### src/rtl/alarm_tone_gen.sv
// Alarm cadence generator: groups of square-wave tone bursts separated by gaps,
// then a long pause, with PWM loudness control and amplifier enable.
module alarm_tone_gen #(
  parameter int unsigned TONE_HALF_CYC   = 25000,
  parameter int unsigned BEEP_ON_CYC     = 25000000,
  parameter int unsigned BEEP_OFF_CYC    = 25000000,
  parameter int unsigned PAUSE_CYC       = 50000000,
  parameter int unsigned BEEPS_PER_GROUP = 3
) (
  input  logic       clk,
  input  logic       reset,
  input  logic       alarm,
  input  logic [7:0] volume,
  output logic       AUD_PWM,
  output logic       AUD_SD,
  output logic       beeping,
  output logic [7:0] beat_idx
);

  localparam logic [1:0] ST_IDLE  = 2'd0;
  localparam logic [1:0] ST_BEEP  = 2'd1;
  localparam logic [1:0] ST_GAP   = 2'd2;
  localparam logic [1:0] ST_PAUSE = 2'd3;

  localparam logic [31:0] TONE_LAST  = 32'(TONE_HALF_CYC - 1);
  localparam logic [31:0] BEEP_LAST  = 32'(BEEP_ON_CYC - 1);
  localparam logic [31:0] GAP_LAST   = 32'(BEEP_OFF_CYC - 1);
  localparam logic [31:0] PAUSE_LAST = 32'(PAUSE_CYC - 1);
  localparam logic [8:0]  GROUP_LEN  = 9'(BEEPS_PER_GROUP);

  logic [1:0]  state_r;
  logic [31:0] phase_cnt_r;
  logic [31:0] tone_cnt_r;
  logic        tone_hi_r;
  logic [7:0]  pwm_cnt_r;
  logic [7:0]  beat_idx_r;

  logic [1:0]  state_nxt_s;
  logic [31:0] phase_nxt_s;
  logic [31:0] tone_cnt_nxt_s;
  logic        tone_hi_nxt_s;
  logic [7:0]  beat_nxt_s;
  logic        more_beats_s;

  // Widened so a single-burst group never compares against zero.
  assign more_beats_s = ({1'b0, beat_idx_r} + 9'd1) < GROUP_LEN;
  assign beat_idx     = beat_idx_r;

  // Next-state and counter update; alarm drop outranks every other transition.
  always_comb begin
    state_nxt_s    = state_r;
    phase_nxt_s    = phase_cnt_r + 32'd1;
    tone_cnt_nxt_s = tone_cnt_r;
    tone_hi_nxt_s  = tone_hi_r;
    beat_nxt_s     = beat_idx_r;
    if (!alarm) begin
      state_nxt_s    = ST_IDLE;
      phase_nxt_s    = 32'd0;
      tone_cnt_nxt_s = 32'd0;
      tone_hi_nxt_s  = 1'b0;
      beat_nxt_s     = 8'd0;
    end else begin
      case (state_r)
        ST_IDLE: begin
          state_nxt_s    = ST_BEEP;
          phase_nxt_s    = 32'd0;
          tone_cnt_nxt_s = 32'd0;
          tone_hi_nxt_s  = 1'b1;
          beat_nxt_s     = 8'd0;
        end
        ST_BEEP: begin
          if (tone_cnt_r == TONE_LAST) begin
            tone_cnt_nxt_s = 32'd0;
            tone_hi_nxt_s  = ~tone_hi_r;
          end else begin
            tone_cnt_nxt_s = tone_cnt_r + 32'd1;
          end
          if (phase_cnt_r == BEEP_LAST) begin
            phase_nxt_s = 32'd0;
            if (more_beats_s) begin
              state_nxt_s = ST_GAP;
              beat_nxt_s  = beat_idx_r + 8'd1;
            end else begin
              state_nxt_s = ST_PAUSE;
              beat_nxt_s  = 8'd0;
            end
          end else begin
            state_nxt_s = ST_BEEP;
          end
        end
        ST_GAP, ST_PAUSE: begin
          if (((state_r == ST_GAP) && (phase_cnt_r == GAP_LAST)) ||
              ((state_r == ST_PAUSE) && (phase_cnt_r == PAUSE_LAST))) begin
            state_nxt_s    = ST_BEEP;
            phase_nxt_s    = 32'd0;
            tone_cnt_nxt_s = 32'd0;
            tone_hi_nxt_s  = 1'b1;
          end else begin
            state_nxt_s = state_r;
          end
        end
        default: begin
          state_nxt_s    = ST_IDLE;
          phase_nxt_s    = 32'd0;
          tone_cnt_nxt_s = 32'd0;
          tone_hi_nxt_s  = 1'b0;
          beat_nxt_s     = 8'd0;
        end
      endcase
    end
  end

  // State, counters and registered outputs.
  always_ff @(posedge clk) begin
    if (reset) begin
      state_r     <= ST_IDLE;
      phase_cnt_r <= 32'd0;
      tone_cnt_r  <= 32'd0;
      tone_hi_r   <= 1'b0;
      pwm_cnt_r   <= 8'd0;
      beat_idx_r  <= 8'd0;
      AUD_PWM     <= 1'b0;
      AUD_SD      <= 1'b0;
      beeping     <= 1'b0;
    end else begin
      state_r     <= state_nxt_s;
      phase_cnt_r <= phase_nxt_s;
      tone_cnt_r  <= tone_cnt_nxt_s;
      tone_hi_r   <= tone_hi_nxt_s;
      pwm_cnt_r   <= pwm_cnt_r + 8'd1;
      beat_idx_r  <= beat_nxt_s;
      AUD_SD      <= (state_nxt_s != ST_IDLE);
      beeping     <= (state_nxt_s == ST_BEEP);
      // The edge that leaves BEEP always silences the pin.
      AUD_PWM     <= (state_r == ST_BEEP) && (state_nxt_s == ST_BEEP) &&
                     tone_hi_r && (pwm_cnt_r < volume);
    end
  end

endmodule

### config.mk
export PLATFORM = sky130hd
export DESIGN_NAME = alarm_tone_gen
export DESIGN_NICKNAME = d
export VERILOG_FILES = /design/src/rtl/alarm_tone_gen.sv
export SDC_FILE = /design/constraint.sdc
export NUM_CORES = 1
export LEC_CHECK = 0
export ABC_AREA = 1
export CORE_AREA = 2 2 116 118
export DETAILED_ROUTE_END_ITERATION = 10
export DIE_AREA = 0 0 118 120
export GPL_TIMING_DRIVEN = 1
export PLACE_DENSITY = 0.59
export REMOVE_ABC_BUFFERS = 1
export SLEW_MARGIN = 30
export SYNTH_ARGS = -nofsm -noshare
export SYNTH_HDL_FRONTEND = slang
export SYNTH_SLANG_ARGS = --single-unit
### constraint.sdc
create_clock -name clk -period 3.78 [get_ports clk]
set_clock_uncertainty 0.15 [all_clocks]
set_input_delay 0.756 -clock clk [delete_from_list [all_inputs] [get_ports clk]]
set_output_delay 0.756 -clock clk [all_outputs]
set_load 0.01 [all_outputs]
==> metrics.txt <==
# TYPE chip_impl_metric gauge
chip_impl_metric{name="numPlacedInstances",unit=""} 985
chip_impl_info{name="cts_root_buffer",value="clkbuf_16"} 1
chip_impl_metric{name="grt_max_degree",unit=""} 37
chip_impl_metric{name="rows",unit=""} 42
chip_impl_metric{name="per_cell_routed_wire_length",unit="um"} 12.7
chip_impl_metric{name="synth_cell_types",unit=""} 30
chip_impl_metric{name="cts_num_sinks",unit=""} 86
chip_impl_info{name="critical-path-top-delay-family",value="buffers and inverters"} 1
chip_impl_metric{name="clk_transition_reported_paths",unit="ns"} 0.06
chip_impl_metric{name="pin_count",unit=""} 22
chip_impl_metric{name="final_setup_fails",unit=""} 0
chip_impl_metric{name="synthXorXnorAreaFrac",unit=""} 0.0532
chip_impl_metric{name="syn-mean-instance-area",unit="um2"} 6.37
chip_impl_metric{name="dr.pass1.iters",unit=""} 5
chip_impl_metric{name="instances_no_fill",unit=""} 1001
chip_impl_metric{name="grt_first_pass_wirelength",unit="um"} 22000
chip_impl_metric{name="routabilityCongestion",unit=""} 0.900
chip_impl_metric{name="post_route_total_power",unit="uW"} 1810
chip_impl_metric{name="dp_hpwl",unit="um"} 9540
chip_impl_info{name="layout_commonest_cell",value="nand2_1"} 1
chip_impl_metric{name="cts_inserted_buffers",unit=""} 9
chip_impl_metric{name="grt_antenna_before_repair",unit=""} 0
chip_impl_metric{name="critical-path-max-stage-delay",unit="ns"} 0.57
chip_impl_metric{name="crit_buf_inv",unit=""} 1
chip_impl_info{name="grt_setup_unrepaired",value="false"} 1
chip_impl_metric{name="postCtsSetupBuffers",unit=""} 0
chip_impl_metric{name="io_buffer_count",unit=""} 21
chip_impl_metric{name="final_design_area_no_fill",unit="um2"} 5750
chip_impl_metric{name="worst-slew-pin-transition",unit="ns"} 0.611
chip_impl_metric{name="worst_skew_pair.late_latency",unit="ns"} 0.35
chip_impl_info{name="cell_with_the_biggest_individual_delay_on_the_critical_path",value="clkdlybuf4s50_1"} 1
chip_impl_metric{name="cp_data_arrival_time",unit="ns"} 1.34
chip_impl_metric{name="layout-drive-gt1-share",unit=""} 0.0509
chip_impl_metric{name="number_of_buffers_added_to_fix_hold_violations_after_cts",unit=""} 0
chip_impl_metric{name="finalWirelength",unit="um"} 12700
chip_impl_metric{name="num_vias",unit=""} 4997
chip_impl_metric{name="worstPathRequired",unit="ns"} 2.87
chip_impl_metric{name="multiplexer_area_fraction_after_synthesis",unit=""} 0
chip_impl_metric{name="synth.ff_latch_count",unit=""} 86
chip_impl_metric{name="p_leak",unit="uW"} 0.00196
chip_impl_metric{name="floorplan.die_area",unit="um2"} 14200
chip_impl_metric{name="htreeDepth",unit=""} 3
chip_impl_metric{name="grt-ovfl-total",unit=""} 0
chip_impl_metric{name="post_synth_inst_count",unit=""} 801
chip_impl_info{name="final_cell_mix",value="181 x nand2_1, 132 x nor2_1, 102 x nand3_1"} 1
chip_impl_metric{name="placed_area",unit="um2"} 5470
chip_impl_metric{name="fmax",unit="GHz"} 0.445
chip_impl_metric{name="period_share",unit=""} 0.594
chip_impl_metric{name="cts.repair.resized",unit=""} 0
chip_impl_metric{name="max-cap-violations",unit=""} 0
chip_impl_metric{name="floorplan.core_area",unit="um2"} 13000
chip_impl_metric{name="crit_fanout",unit=""} 6
chip_impl_metric{name="cts-root-to-sink-buffers",unit=""} 2
chip_impl_metric{name="layout.nets",unit=""} 842
chip_impl_metric{name="adder_cell_area_share_of_the_yosys_netlist",unit=""} 0.0270
chip_impl_metric{name="ant_nets",unit=""} 0
chip_impl_metric{name="pwr_density_cell",unit="nW/um2"} 315
chip_impl_metric{name="timing_max_transition_violations_final",unit=""} 0
chip_impl_metric{name="synth-simple-area-share",unit=""} 0.436
chip_impl_metric{name="synth_compound_area_frac",unit=""} 0.0562
chip_impl_metric{name="period_minus_slack",unit="ns"} 2.25
chip_impl_info{name="hp-class",value="flip-flop to flip-flop"} 1
chip_impl_metric{name="drc",unit=""} 0
chip_impl_info{name="critical_path_endpoint_category",value="primary output"} 1
chip_impl_info{name="synth_top_family_by_area",value="simple AND/OR/NAND/NOR gates"} 1
chip_impl_metric{name="nFillCells",unit=""} 1402
chip_impl_metric{name="totalNegativeSetupSlack",unit="ns"} 0
chip_impl_metric{name="die_width",unit="um"} 118
chip_impl_metric{name="hold_path_cells",unit=""} 2
chip_impl_info{name="tritoncts_clock_tree",value="yes"} 1
chip_impl_metric{name="first_global_vias",unit=""} 4784
chip_impl_metric{name="timing.critical_path.depth",unit=""} 1
chip_impl_metric{name="final_hold_viol_count",unit=""} 0
chip_impl_metric{name="synthesis.yosys.warnings",unit=""} 0
chip_impl_info{name="startpoint_type",value="flip-flop"} 1
chip_impl_metric{name="synth-seq-area-share",unit=""} 0.337
chip_impl_info{name="status",value="finished clean"} 1
chip_impl_metric{name="insertedDiodeCount",unit=""} 0
chip_impl_metric{name="dr.first_iter.drc_count",unit=""} 320
chip_impl_info{name="worst-setup-path-type",value="flip-flop to primary output"} 1
chip_impl_metric{name="global_route.usage.total",unit=""} 0.189
chip_impl_metric{name="effective_utilization_at_floorplan",unit=""} 0.393
chip_impl_metric{name="post_drt_via_cell_ratio",unit=""} 4.99
chip_impl_metric{name="floorplan.die.height",unit="um"} 120
chip_impl_metric{name="flow.area_growth_from_synthesis",unit="%"} 12.8
chip_impl_metric{name="vdd_drop_max",unit="mV"} 0.228
chip_impl_metric{name="slew_headroom",unit=""} 0.589
chip_impl_metric{name="synth.cell_area",unit="um2"} 5100
chip_impl_metric{name="reg2reg_depth",unit=""} 10
chip_impl_info{name="timing.critical_path.cells",value="clkdlybuf4s50_1"} 1
-- worst paths after layout --
| kind | end | startpoint | slack, ns |
|---|---|---|---|
| hold / removal | beat_idx[4] | beat_idx[4] | 0.31 |
| hold reg to reg | beat_idx[4] | beat_idx[4] | 0.31 |
| setup reg to reg | phase_cnt_r[17] | phase_cnt_r[0] | 1.61 |
| setup / recovery | beat_idx[0] | beat_idx[0] | 1.53 |
-- cell usage after synthesis --
cell | count | area share
ha_1 | 11 | 0.027
clkinv_1 | 1 | 0.00073
clkbuf_1 | 5 | 0.0037
nand2_2 | 2 | 0.0025
nand3_4 | 1 | 0.0034
a21oi_1 | 42 | 0.041
nor2_1 | 133 | 0.098
o21ai_0 | 11 | 0.011
nand2_1 | 181 | 0.13
nor3b_1 | 2 | 0.0029
nor4_1 | 4 | 0.0049
inv_1 | 95 | 0.070
nand3b_1 | 5 | 0.0074
inv_2 | 1 | 0.00073
xor2_1 | 25 | 0.043
buf_2 | 8 | 0.0078
buf_6 | 3 | 0.0066
o21bai_1 | 1 | 0.0015
nand3_2 | 2 | 0.0039
nor3_1 | 35 | 0.034
xnor2_1 | 6 | 0.010
nand3_1 | 102 | 0.10
clkbuf_2 | 1 | 0.00098
nor2_2 | 12 | 0.015
a31oi_1 | 1 | 0.0012
or2_2 | 1 | 0.0012
dfxtp_1 | 86 | 0.34
nand4_1 | 22 | 0.027
a211oi_1 | 1 | 0.0015
nand4_2 | 1 | 0.0025
-- power breakdown --
part | internal [uW] | total [uW] | switching (uW)
clock | 452 | 843 | 391
combinational | 22.0 | 54.2 | 32.2
sequential | 911 | 916 | 4.90
total | 1390 | 1810 | 428
-- sequential cells by signal (all words and copies together) (netlist names) --
signal / count
phase_cnt_r: 32
AUD_SD: 1
beeping: 1
tone_hi_r: 1
beat_idx: 8
pwm_cnt_r: 8
state_r: 2
AUD_PWM: 1
tone_cnt_r: 32
-- routing by layer --
layer  up-vias  global-route usage  wire [um]
li1       2628                   -          -
met1      2241               0.248       6140
met2       105               0.309       5730
met3        23              0.0285        505
met4         0              0.0836        286
met5         -                   0          0
-- worst min-delay path, delay by kind of cell (launching register included) --
family | cells | cell delay [ns]
and+or+nand+nor | 2 | 0.10
DFF | 1 | 0.32
-- per-stage QoR --
| stage | hold slack (ns) | setup WS [ns] | utilization |
|---|---|---|---|
| 3_5_place_dp | 0.302 | 1.16 | 0.422 |
| 5_1_grt | 0.339 | 1.35 | 0.443 |
| 4_1_cts | 0.311 | 1.51 | 0.443 |
| 3_3_place_gp | 0.297 | 1.21 | 0.422 |
| 6_report | 0.309 | 1.53 | 0.443 |
| 2_1_floorplan | 0.280 | 1.27 | - |
-- area by class of cell --
| class | count | area, um2 | share of cell area |
|---|---|---|---|
| Multi-Input combinational cell | 601 | 2930 | 0.508 |
| Sequential cell | 86 | 1720 | 0.299 |
| Inverter | 97 | 364 | 0.0633 |
| Timing Repair Buffer | 25 | 240 | 0.0417 |
| Clock buffer | 9 | 225 | 0.0391 |
| Tap cell | 176 | 220 | 0.0383 |
| Clock inverter | 7 | 57.6 | 0.0100 |
-- logic make-up (layout without fill, tap and decap cells) --
kind of cell,count (synthesis),after routing
simple gates,503,503
flops,86,86
fa+ha+maj,11,11
buf+inv,114,138
compound gates,56,56
xor+xnor,31,31
(Power assumes the default switching activity.)
